--- src/rtl/osd_settings_ctrl.sv ---
// OSD settings controller: menu navigation over an editable shadow config,
// frame-aligned commit to the live outputs, and framerate-change lockout.
module osd_settings_ctrl #(
  parameter int unsigned REPEAT_DELAY = 30,
  parameter int unsigned REPEAT_RATE  = 6,
  parameter int unsigned FR_LOCKOUT   = 120
) (
  input  logic       pxlClk,
  input  logic       rst,
  input  logic [5:0] controller,
  input  logic       controllerRXValid,
  input  logic       osdActive,
  input  logic       newFrame,
  output logic [1:0] cursor,
  output logic [4:0] shadowCfg,
  output logic       colorMode,
  output logic       framerate,
  output logic [1:0] smooth,
  output logic       grid,
  output logic       commitPending,
  output logic       frLocked
);

  localparam int unsigned BTN_W  = 6;
  localparam int unsigned DIR_W  = 4;
  localparam int unsigned HOLD_W = 9;
  localparam int unsigned LOCK_W = 8;

  typedef struct packed {
    logic       grid;
    logic [1:0] smooth;
    logic       framerate;
    logic       color_mode;
  } cfg_t;

  typedef enum logic [1:0] {ST_CLOSED, ST_OPEN, ST_COMMIT} state_t;

  logic [BTN_W-1:0]  btn, btn_prev, evt;
  logic              rx_d, osd_prev;
  logic [DIR_W-1:0]  rep_pulse;
  logic [HOLD_W-1:0] hold_cnt [DIR_W];
  logic [LOCK_W-1:0] lock_cnt;
  logic              fr_locked, fr_load;
  state_t            state, state_d;
  logic [1:0]        cursor_q, cursor_d;
  cfg_t              shadow_q, shadow_d, live_q, live_d;
  logic              pend_q, pend_d;

  // Button latch; edges are judged one cycle after the strobe.
  always_ff @(posedge pxlClk) begin
    if (rst) begin
      btn      <= '0;
      btn_prev <= '0;
      rx_d     <= 1'b0;
      osd_prev <= 1'b0;
    end else begin
      rx_d     <= controllerRXValid;
      osd_prev <= osdActive;
      if (controllerRXValid) begin
        btn      <= controller;
        btn_prev <= btn;
      end
    end
  end

  // Frame-based hold counters; after the first repeat they cycle between
  // REPEAT_DELAY and REPEAT_DELAY+REPEAT_RATE so they never overflow.
  always_ff @(posedge pxlClk) begin
    if (rst) begin
      for (int i = 0; i < int'(DIR_W); i++) hold_cnt[i] <= '0;
      rep_pulse <= '0;
    end else begin
      rep_pulse <= '0;
      for (int i = 0; i < int'(DIR_W); i++) begin
        if (!btn[i]) begin
          hold_cnt[i] <= '0;
        end else if (newFrame) begin
          if (hold_cnt[i] + HOLD_W'(1) == HOLD_W'(REPEAT_DELAY + REPEAT_RATE)) begin
            hold_cnt[i]  <= HOLD_W'(REPEAT_DELAY);
            rep_pulse[i] <= 1'b1;
          end else begin
            hold_cnt[i] <= hold_cnt[i] + HOLD_W'(1);
            if (hold_cnt[i] + HOLD_W'(1) == HOLD_W'(REPEAT_DELAY)) rep_pulse[i] <= 1'b1;
          end
        end
      end
    end
  end

  assign evt     = (rx_d ? (btn & ~btn_prev) : '0) | {2'b00, rep_pulse};
  assign fr_load = (state == ST_COMMIT) && newFrame &&
                   (shadow_q.framerate != live_q.framerate);

  // Framerate lockout, loaded by a committed framerate change.
  always_ff @(posedge pxlClk) begin
    if (rst) begin
      lock_cnt  <= '0;
      fr_locked <= 1'b0;
    end else if (fr_load) begin
      lock_cnt  <= LOCK_W'(FR_LOCKOUT);
      fr_locked <= 1'b1;
    end else if (newFrame && lock_cnt != '0) begin
      lock_cnt <= lock_cnt - LOCK_W'(1);
      if (lock_cnt == LOCK_W'(1)) fr_locked <= 1'b0;
    end
  end

  always_ff @(posedge pxlClk) begin
    if (rst) begin
      state    <= ST_CLOSED;
      cursor_q <= '0;
      shadow_q <= '0;
      live_q   <= '0;
      pend_q   <= 1'b0;
    end else begin
      state    <= state_d;
      cursor_q <= cursor_d;
      shadow_q <= shadow_d;
      live_q   <= live_d;
      pend_q   <= pend_d;
    end
  end

  // Priority among events: B > A > up > down > left > right.
  always_comb begin
    state_d  = state;
    cursor_d = cursor_q;
    shadow_d = shadow_q;
    live_d   = live_q;
    pend_d   = pend_q;
    unique case (state)
      ST_CLOSED: begin
        shadow_d = live_q;
        if (osdActive && !osd_prev) begin
          state_d  = ST_OPEN;
          cursor_d = '0;
        end
      end
      ST_OPEN: begin
        if (!osdActive) begin
          shadow_d = live_q;
          state_d  = ST_CLOSED;
        end else if (evt[5]) begin
          shadow_d = live_q;
        end else if (evt[4]) begin
          state_d = ST_COMMIT;
          pend_d  = 1'b1;
        end else if (evt[0]) begin
          cursor_d = cursor_q - 2'd1;
        end else if (evt[1]) begin
          cursor_d = cursor_q + 2'd1;
        end else if (evt[2] || evt[3]) begin
          unique case (cursor_q)
            2'd0: shadow_d.color_mode = ~shadow_q.color_mode;
            2'd1: if (!fr_locked) shadow_d.framerate = ~shadow_q.framerate;
            2'd2: begin
              if (evt[2]) begin
                if (shadow_q.smooth != 2'd0) shadow_d.smooth = shadow_q.smooth - 2'd1;
              end else if (shadow_q.smooth < 2'd2) begin
                shadow_d.smooth = shadow_q.smooth + 2'd1;
              end
            end
            default: shadow_d.grid = ~shadow_q.grid;
          endcase
        end
      end
      ST_COMMIT: begin
        if (newFrame) begin
          live_d  = shadow_q;
          pend_d  = 1'b0;
          state_d = osdActive ? ST_OPEN : ST_CLOSED;
        end
      end
      default: state_d = ST_CLOSED;
    endcase
  end

  assign cursor        = cursor_q;
  assign shadowCfg     = shadow_q;
  assign colorMode     = live_q.color_mode;
  assign framerate     = live_q.framerate;
  assign smooth        = live_q.smooth;
  assign grid          = live_q.grid;
  assign commitPending = pend_q;
  assign frLocked      = fr_locked;

endmodule
--- config.mk ---
export PLATFORM = sky130hd
export DESIGN_NAME = osd_settings_ctrl
export DESIGN_NICKNAME = d
export VERILOG_FILES = /design/src/rtl/osd_settings_ctrl.sv
export SDC_FILE = /design/constraint.sdc
export NUM_CORES = 1
export LEC_CHECK = 0
export ABC_AREA = 1
export CORE_MARGIN = 10
export CORE_UTILIZATION = 40
export DETAILED_ROUTE_END_ITERATION = 10
export GPL_ROUTABILITY_DRIVEN = 1
export GPL_TIMING_DRIVEN = 0
export RECOVER_POWER = 25
export SYNTH_ARGS = -nofsm -noshare
export SYNTH_HDL_FRONTEND = slang
export SYNTH_SLANG_ARGS = --single-unit
--- constraint.sdc ---
create_clock -name pxlClk -period 2.96 [get_ports pxlClk]
set_clock_uncertainty 0.2 [all_clocks]
set_input_delay 0.592 -clock pxlClk [delete_from_list [all_inputs] [get_ports pxlClk]]
set_output_delay 0.592 -clock pxlClk [all_outputs]
set_load 0.01 [all_outputs]
[Word level (Yosys, flattened, before mapping)]
Memory sizes are Yosys's and may differ from the RTL's.
Index checks and enable logic that the tools add are counted.
Storage, ports and cells
  logic and storage cells: 233
  bits in registers: 42
  input bits: 11
  RAM bits: 36
  memories kept: 1
  output and inout port bits: 14
Cells by class
  bitwise operators: 23
  order comparisons: 1
  reductions and logical operators: 29
  $add $sub $neg: 9
  eq/ne operators: 34
  muxes and demuxes: 114
Memory list
  hold_cnt: words 4, width 9, read ports 4, clocked after memory_dff 0, write ports 4, RTL line 41  | logic [HOLD_W-1:0] hold_cnt [DIR_W];
Operators by type and width (number)
  $mux W9: 12
  $mux W1: 74
  $add A9 B1 Y9 const B: 4
  $eq A9 B5 Y1 const B: 4
  $eq A9 B6 Y1 const B: 4
  $ne A4 B4 Y1 const B: 9
  $mux W2: 15
  $mux W5: 6
  $reduce_and A6 Y1: 3
  $reduce_or A3 Y1: 5
  $mux W7: 2
  $ne A2 B2 Y1 const B: 6
  $or A1 B1 Y1: 12
  $ne A5 B5 Y1 const B: 2
  $pmux W5 S2: 1
  $reduce_bool A2 Y1: 5
  $ne A3 B3 Y1 const B: 3
  $eq A8 B1 Y1 const B: 1
  $not A1 Y1: 8
  $reduce_and A8 Y1: 1
  $reduce_bool A8 Y1: 1
  $sub A8 B1 Y8 const B: 1
  $reduce_and A7 Y1: 1
  $and A6 B6 Y6: 1
  other kinds (20): 29

[Longest topological paths before layout]
Gate-level depths: netlist of the first run.
  depth in word-level cells: 13
  mapped depth: 11

[Least setup slack after synthesis of the first run]
Ideal clock, no wire load.
  kind: reg-to-reg
  from: memory hold_cnt[3][0]
  to: memory hold_cnt[3][0], data pin
  setup time: 0.259 ns
  stages on the path, launching flop included: 12
  arrival time: 1.482 ns
  slack: 1.019 ns
  required time: 2.501 ns
  cell sequence: edfxtp_1 ha_1 nand2_1 inv_2 nand2_1 clkinv_1 nand2_1 nand2_1 nor2_1 nand3_1 nand2_1 nor2_1
RTL lines (RTL line)
  start, declared: 41

==> impl_metrics.toml, run 1 <==
[setup_path]
cp-start-kind = "input pin"
crit_family = "buffers and inverters"
path_cells = "clkdlybuf4s50_1 -> inv_1 -> clkbuf_1 -> buf_2 -> nand3_1"
worstPathArrival_ns = 2.52
critPathMaxFanout = 10
cp-end-kind = "register"
cp.required_ns = 2.72
cp_num_buf_inv = 4
slowest_stage = "clkdlybuf4s50_1"
critical_path_class = "in -> reg"
slowest_delay_ns = 0.47

[floorplan]
dieArea_sq_um = 15600
fp-row-count = 38
initial_core_util = 0.407
die_y_um = 125
boundaryPins = 25
fp.coreArea_sq_um = 10800
die_w_um = 125

[synth]
yosysWarnings = 0
yosys_register_bits = 78
syn-instance-count = 602
synth_area_sq_um = 4390
synth-simple-area-share = 0.291
seq_area_frac_synth = 0.438
syn_area_per_cell_sq_um = 7.29
synth_xor_area_frac = 0.0319
muxShareOfSynthArea = 0
syn_nets = 628
synth_top_family_by_area = "simple AND/OR/NAND/NOR gates"
synth-adder-area-share = 0.0428
synth_compound_area_frac = 0.0929
ys_types = 30

[timing]
finalCritPeriodShare = 0.930
finalSetupViolations = 0
slew_violations = 0
rsz0062_at_grt = "false"
fin_ws_ns = 0.208
maxSlewHeadroom = 0.632
hold_viol_final = 0
worst_pin_slew_ns = 0.552
layout_min_cycle_time_ns = 2.75
max_clock_freq_mhz = 363

[final_layout]
antenna_cells = 0
syn_to_final_growth_pct = 13.8
final_common_cell = "nand2_1"
layout-drive-gt1-share = 0.0516
final_cells = 780
fin_nets = 661
final_cell_mix = "nand2_1, inv_1, nor2_1"

[pwr]
swShare = 0.302
power.share.clock = 0.317
internal_power_uw = 1940
seq_power_share = 0.471
p_leak_uw = 0.00207
pwr_density_cell_nw_per_um2 = 556
power.switching_uw = 839
combPwrFrac = 0.212
power_uw = 2780
vdd_ir_drop_max_mv = 0.510

[detailed_routing]
finalWirelength_mm = 9.61
route.detailed.drc = 0
detail_route.vias_per_cell = 4.83
routedWlPerCell_um = 12.3
drt_iter0_drc = 233
drtAntennaViolNets = 0
num_vias = 3770
drtPass1Iterations = 4

[placed_design]
port_buffers = 22
hpwlAfterDp_mm = 7.15
pre_cts_slack_ns = -0.156
gp_congestion = 0.828
dp_cells = 764

[global_route]
antenna_found_initial = 0
grt_pass1_vias = 3676
grt_max_degree = 14
grt_pass1_wl_mm = 16.5
track_usage = 0.123
grt_overflow = 0

[clocking]
cts_buffers = 9
cts_num_sinks = 78
cts_buffer_depth = 2
root_buffer = "clkbuf_8"
clk_latency_ns = 0.35
cts_tree = "done"
hold_buffers = 0
cts_setup_buffers = 0
post_cts_resized = 0
clk_pin_slew_ns = 0.08
htree_levels = 3

[run_status]
status = "complete, no violations"

[flow_run]
max_cap_viol_count = 0

[min_path]
hp-class = "reg -> reg"
-- per-layer routing --
metal  up-vias  wire length, um  track usage
met5         -                0            0
met1      1718             4640        0.151
met4         0              181       0.0555
met2        46             4350        0.201
li1       1992                -            -
met3        14              433       0.0289
-- synth_stat cells, drive strengths merged --
cell / n / share of area
o211ai: 1 / 0.0017
nor3b: 1 / 0.0017
xor2: 12 / 0.024
inv: 104 / 0.089
edfxtp: 36 / 0.25
nor2: 103 / 0.095
dfxtp: 42 / 0.19
buf: 5 / 0.0071
a211oi: 1 / 0.0017
nand4: 16 / 0.024
ha: 15 / 0.043
a21oi: 45 / 0.051
clkinv: 4 / 0.0034
or2: 1 / 0.0014
o21ai: 31 / 0.035
nand3: 52 / 0.060
a31oi: 2 / 0.0029
nand2: 115 / 0.099
nor3: 6 / 0.0068
xnor2: 4 / 0.0080
clkbuf: 5 / 0.0043
nand3b: 1 / 0.0017
-- power by group through the flow --
stage	combinational, uW	clock, uW	sequential [uW]
after global placement	580	0	1320
final	589	880	1310
after floorplan	458	0	1310
after CTS	594	906	1300
after global routing	694	942	1320
after detailed placement	590	0	1330
-- per-stage QoR --
stage | setup TNS (ns) | hold slack, ns | instance area, sq um | utilization
finish | 0 | 0.267 | 4990 | 0.463
global route | 0 | 0.300 | 4990 | 0.463
CTS | 0 | 0.266 | 5010 | 0.464
detailed placement | -4.00 | 0.254 | 4780 | 0.443
global placement | -3.72 | 0.243 | 4780 | 0.443
floorplan | 0 | 0.233 | 4390 | -
-- worst paths after layout --
kind                    end  slack [ns]  cells past startpoint           start
min             btn_prev[2]        0.27                      2     btn_prev[2]
max reg2reg  hold_cnt[3][0]        0.73                     11  hold_cnt[3][0]
max          hold_cnt[2][0]        0.21                      5             rst
min reg2reg     btn_prev[2]        0.27                      2     btn_prev[2]
-- kinds of logic after synthesis --
logic type	Yosys count
xor gates and xnor gates	16
buffers and inverters	118
DFF	78
adders and majority gates	15
and+or+nand+nor	295
AOI/OAI and AO/OA	80
-- area by class of cell --
type                       count  area, sq um
fill                        1063         5800
multi-input combinational    406         2000
sequential                    78         1920
inverter                     108          405
timing repair buffer          22          220
tap                          140          175
clock buffer                  11          174
clock inverter                 5         52.6
buffer                        10         50.0
-- worst register-to-register path, delay by kind of cell (launching register included) --
kind                       cells  cell delay [ns]
adders and majority gates      1             0.26
buffers and inverters          2             0.13
DFF                            1             0.49
and+or+nand+nor                8             0.90
-- registers in the layout, summed over array words and instances (netlist names) --
name and cells:
hold_cnt 36, colorMode 1, frLocked 1, commitPending 1, framerate 1, smooth 2
lock_cnt 8, state 2, rep_pulse 4, btn 6, cursor 2, grid 1
osd_prev 1, btn_prev 6, rx_d 1, shadowCfg 5
Note: power is estimated with default switching activity, not from simulation.
==> run 2: changes to the inputs <==
--- a/config.mk
+++ b/config.mk
@@ -8,6 +8,8 @@
 export ABC_AREA = 1
 export CORE_MARGIN = 10
 export CORE_UTILIZATION = 40
+export CTS_BUF_LIST = sky130_fd_sc_hd__clkbuf_16
+export CTS_CLUSTER_SIZE = 28
 export DETAILED_ROUTE_END_ITERATION = 10
 export GPL_ROUTABILITY_DRIVEN = 1
 export GPL_TIMING_DRIVEN = 0
==> run 2 against run 1 <==
  * Via count is essentially flat
  * Global-route usage up 0.095 points
  * Worst hold slack got worse by 0.00060 ns
  * Combinational power about the same
  * Sequential share of layout area down 0.77 points
  * Utilization grew 0.94 points
  * Sequential power hardly changed
  * Routed wire length grew 0.48%
  * Design area is 2.0% higher
  * Power up 11%
  * Clock-buffer cell count unchanged
  * Largest cell class unchanged
  * Largest power group unchanged
==> impl_metrics.toml, run 2 (synthesis results as in run 1) <==
[final_layout]
final_common_cell = "nand2_1"
top_register = "hold_cnt"
final_cell_mix = "nand2_1, inv_1, nor2_1"
antenna_cells = 0
layout-drive-gt1-share = 0.0516
fin_nets = 661
top_regs = "hold_cnt: 36 flops, lock_cnt: 8 flops"
largest_reg_flops = 36
final_cells = 780
syn_to_final_growth_pct = 16.1

[detailed_routing]
drtAntennaViolNets = 0
drtPass1Iterations = 4
detail_route.vias_per_cell = 4.83
routedWlPerCell_um = 12.4
num_vias = 3768
route.detailed.drc = 0
drt_iter0_drc = 223
finalWirelength_mm = 9.65

[setup_path]
critPathMaxFanout = 10
cp.required_ns = 2.71
slowest_stage = "clkdlybuf4s50_1"
slowest_delay_ns = 0.47
cp-end-kind = "register"
worstPathArrival_ns = 2.51
critical_path_class = "in -> reg"
path_cells = "clkdlybuf4s50_1 -> inv_1 -> clkbuf_1 -> buf_2 -> nand3_1"
r2r_slack_ns = 0.73
cp-start-kind = "input pin"

[clocking]
cts_tree = "done"
clk_pin_slew_ns = 0.06
cts_setup_buffers = 0
post_cts_resized = 0
hold_buffers = 0
cts_buffer_depth = 2
htree_levels = 3
cts_buffers = 9
root_buffer = "clkbuf_16"
cts_num_sinks = 78
clk_latency_ns = 0.34

[placed_design]
gp_congestion = 0.828
dp_cells = 764
hpwlAfterDp_mm = 7.15
port_buffers = 22

[global_route]
grt_pass1_wl_mm = 16.5
grt_overflow = 0
grt_pass1_vias = 3666
grt_max_degree = 14
antenna_found_initial = 0
track_usage = 0.124

[floorplan]
initial_core_util = 0.407
dieArea_sq_um = 15600
fp.coreArea_sq_um = 10800
fp-row-count = 38
boundaryPins = 25
die_y_um = 125
die_w_um = 125

[timing]
finalSetupViolations = 0
finalCritPeriodShare = 0.934
layout_min_cycle_time_ns = 2.76
rsz0062_at_grt = "false"
max_clock_freq_mhz = 362
worst_pin_slew_ns = 0.551
tns_ns = 0
maxSlewHeadroom = 0.632
slew_violations = 0
hold_viol_final = 0

[pwr]
pwr_density_cell_nw_per_um2 = 603
p_leak_uw = 0.00212
power_uw = 3080
vdd_ir_drop_max_mv = 0.574

[flow_run]
max_cap_viol_count = 0

[run_status]
status = "complete, no violations"

[min_path]
hp-class = "reg -> reg"
==> run 2: cell count changes in the layout (fill, tap and decap cells not counted), sizes merged <==
cell,previous run,this run
clkdlybuf4s50,20,18
dlygate4sd3,2,4
==> run 2: where the power goes <==
part | switching, uW | internal [uW]
combinational | 356 | 234
sequential | 91.0 | 1220
clock | 427 | 750
==> run 2: path summary, 6_finish.rpt <==
kind | from | endpoint | cells after the start
worst max register to register | hold_cnt[3][0] | hold_cnt[3][0] | 11
worst max-delay path | rst | hold_cnt[2][5] | 5
worst min register to register | btn_prev[1] | btn_prev[1] | 2
worst min-delay path | btn_prev[1] | btn_prev[1] | 2
==> run 2: cell type report <==
cell class,count,area (sq um)
Fill cell,1053,5700
Multi-Input combinational cell,406,2000
Sequential cell,78,1920
Inverter,108,405
Clock buffer,11,275
Timing Repair Buffer,22,220
Tap cell,140,175
Clock inverter,5,52.6
Buffer,10,50.0
==> run 2: metal layers <==
layer  up-vias  share of wire  track usage  routed length [um]
met3        11          0.050       0.0349                 483
met2        52           0.45        0.200                4330
li1       1999              -            -                   -
met5         -              0            0                   0
met4         0          0.016       0.0541                 153
met1      1706           0.49        0.152                4680
==> run 2: critical path: cells and delay by family <==
family                 cells  cell delay (ns)
buffers and inverters      4             1.48
and+or+nand+nor            1             0.43
==> run 2: through the flow <==
stage                     hold slack, ns  setup slack [ns]   util  cell area (sq um)
final                              0.266             0.195  0.472               5100
after global routing               0.302            0.0388  0.472               5100
after CTS                          0.263             0.194  0.474               5110
after detailed placement           0.254            -0.156  0.443               4780
after global placement             0.243            -0.142  0.443               4780
after floorplan                    0.233              1.02      -               4390
==> run 3: changes to the inputs <==
--- a/config.mk
+++ b/config.mk
@@ -6,6 +6,7 @@
 export NUM_CORES = 1
 export LEC_CHECK = 0
 export ABC_AREA = 1
+export CAP_MARGIN = 10
 export CORE_MARGIN = 10
 export CORE_UTILIZATION = 40
 export CTS_BUF_LIST = sky130_fd_sc_hd__clkbuf_16
==> results of run 3 <==
Same layout as run 2: the final DEF is identical, and so are final timing and power.
==> variant: new RTL, settings of run 2 <==
The localparam `LOCK_W` goes from 8 to 10.
--- a/src/rtl/osd_settings_ctrl.sv
+++ b/src/rtl/osd_settings_ctrl.sv
@@ -24,7 +24,7 @@
   localparam int unsigned BTN_W  = 6;
   localparam int unsigned DIR_W  = 4;
   localparam int unsigned HOLD_W = 9;
-  localparam int unsigned LOCK_W = 8;
+  localparam int unsigned LOCK_W = 10;
 
   typedef struct packed {
     logic       grid;
Formal check against the unedited RTL: same outputs for any inputs over 4 cycles, from zero or initial values and one cycle with rst high; that may be too few to reach the edited logic, so the function may still have changed.
==> variant against run 2 <==
  * Cell area increased by 3.1%
  * Fmax increased by 2.0%
  * Sequential cell count increased by 2
  * Via count increased by 5.5%
  * Die area increased by 3.1%
  * Synthesized area increased by 3.7%
  * Routed wire length increased by 5.0%
  * Setup slack improved by 0.054 ns
  * Final cell count increased by 3.1%
  * Total power decreased by 1.8%
  * Critical path type unchanged
  * Critical endpoint is now hold_cnt[0][4]$_SDFFCE_PN0P_
  * Largest power group unchanged
  * Highest routed layer unchanged
==> variant: results (changes against run 2) <==
| Metric | Value |
|---|---|
| Status | finished, final reports clean |
| Buffers on Ports | 23 (+4.5%) |
| Largest regs | hold_cnt: 36 flops, lock_cnt: 10 flops |
| Fraction of area in multi-input gates | 41.8% (+2.6 points) |
| Top post-synthesis cells by count | nand2_1, nor2_1, inv_1 |
| DRT Pass-1 Iters | 5 (+1) |
| Sequential cell area | 1960 um2 (+2.1%) |
| DR WL met3 | 366 um (-24%) |
| Crit-path leading delay family | buffers and inverters |
| Seq pwr share | 43.8% (+1.3 points) |
| Top cells by area, synth | edfxtp_1, dfxtp_1, nand2_1 |
| FF-to-FF End | hold_cnt[3][0]$_SDFFCE_PN0P_ |
| Sw frac | 29.2% (+0.80 points) |
| Syn nets | 652 (+3.8%) |
| CTS resizes | 1 (+1) |
| Met2 wire len | 5120 um (+18%) |
| Max VDD drop | 0.369 mV (-36%) |
| Non-Clock Inverter Count | 94 (-13%) |
| Non-CTS buffers | 32 (unchanged) |
| GR Util met3 | 2.58% (-0.91 points) |
| CP endpoint | hold_cnt[0][4]$_SDFFCE_PN0P_ |
| Worst reg2reg path depth | 8 (-3) |
| GR Util met1 | 14.9% (-0.29 points) |
| Vias in the first global route | 3697 (+0.85%) |
| Clock buffer count | 11 (unchanged) |
| Placer Congestion | 0.890 (+7.5%) |
| First-pass GRT wire length | 17000 um (+3.1%) |
| Iteration-0 DRC Markers | 216 (-3.1%) |
| HP Start | btn_prev[2]$_SDFFE_PP0P_ |
| Layout Nets | 686 (+3.8%) |
| HPWL after DPL | 7630 um (+6.8%) |
| Overall routing resource usage | 12.5% (+0.022 points) |
| Tmin final | 2.71 ns (-0.0537 ns) |
| GR Util met2 | 22.1% (+2.2 points) |
| Clock sinks | 80 (+2.6%) |
| Multi-input gates | 442 (+8.9%) |
| Filler instances | 1077 (+2.3%) |
| Synth cell types | 33 (+10%) |
| Comb pwr share | 20.2% (+1.0 points) |
| Mux cell area share after synthesis | 0% (unchanged) |
| Share of cells above drive strength 1 | 5.57% (+0.42 points) |
| XOR/XNOR share of the synthesized area | 3.08% (-0.11 points) |
| Asr flop ratio synth | 0% (unchanged) |
| Compound-cell area share of the yosys netlist | 10.0% (+0.71 points) |
| Post-Synth Adder-Cell Area | 4.40% (+0.12 points) |
| Slowest stage delay, CP | 0.52 ns (+0.05 ns) |
| Data buffer area share | 5.15% (-0.16 points) |
| Lkg Pwr | 0.00220 uW (+3.6%) |
| Pre-CTS setup slack | -0.359 ns (-0.203 ns) |
| Clock network area share | 5.67% (-0.76 points) |
| Hold worst-path end | btn_prev[2]$_SDFFE_PP0P_ |
| Post-synth top flop | dfxtp_1 |
| Avg WL per Cell | 12.6 um (+1.9%) |
| Sequential fraction of the synthesis area | 43.1% (-0.69 points) |
| Slew @ Worst Pin | 0.523 ns (-0.0281 ns) |
| Met1 WL | 4530 um (-3.2%) |
| DR vias | 3975 (+5.5%) |
| Initial antenna violation count | 0 (unchanged) |
| FF-to-FF setup slack | 0.79 ns (+0.06 ns) |
variant: cell families after synthesis:
group	Yosys count
AO/OA/AOI/OAI	86
flip-flops	80
AND/OR/NAND/NOR	324
buffers and inverters	103
adder cells (fa/ha/maj)	16
XOR/XNOR	16
variant: worst register-to-register path, cell delays in order, from the launching register on:
cell	delay, ns
edfxtp_1	0.46
ha_1	0.23
nand2_1	0.15
o21ai_0	0.27
nand2_1	0.08
nor2_1	0.18
nand3_2	0.16
nand2_1	0.16
nor2_1	0.05
variant: stage by stage:
| step | hold slack (ns) | instance area (um2) | util, % | instances | power, uW |
|---|---|---|---|---|---|
| 2_1_floorplan | 0.233 | 4550 | - | 625 | 1790 |
| 3_3_place_gp | 0.247 | 4960 | 45.1 | 788 | 1940 |
| 3_5_place_dp | 0.255 | 4960 | 45.1 | 788 | 1960 |
| 4_1_cts | 0.263 | 5260 | 47.9 | 804 | 3040 |
| 5_1_grt | 0.299 | 5250 | 47.8 | 804 | 3200 |
| 6_report | 0.266 | 5250 | 47.8 | 804 | 3020 |
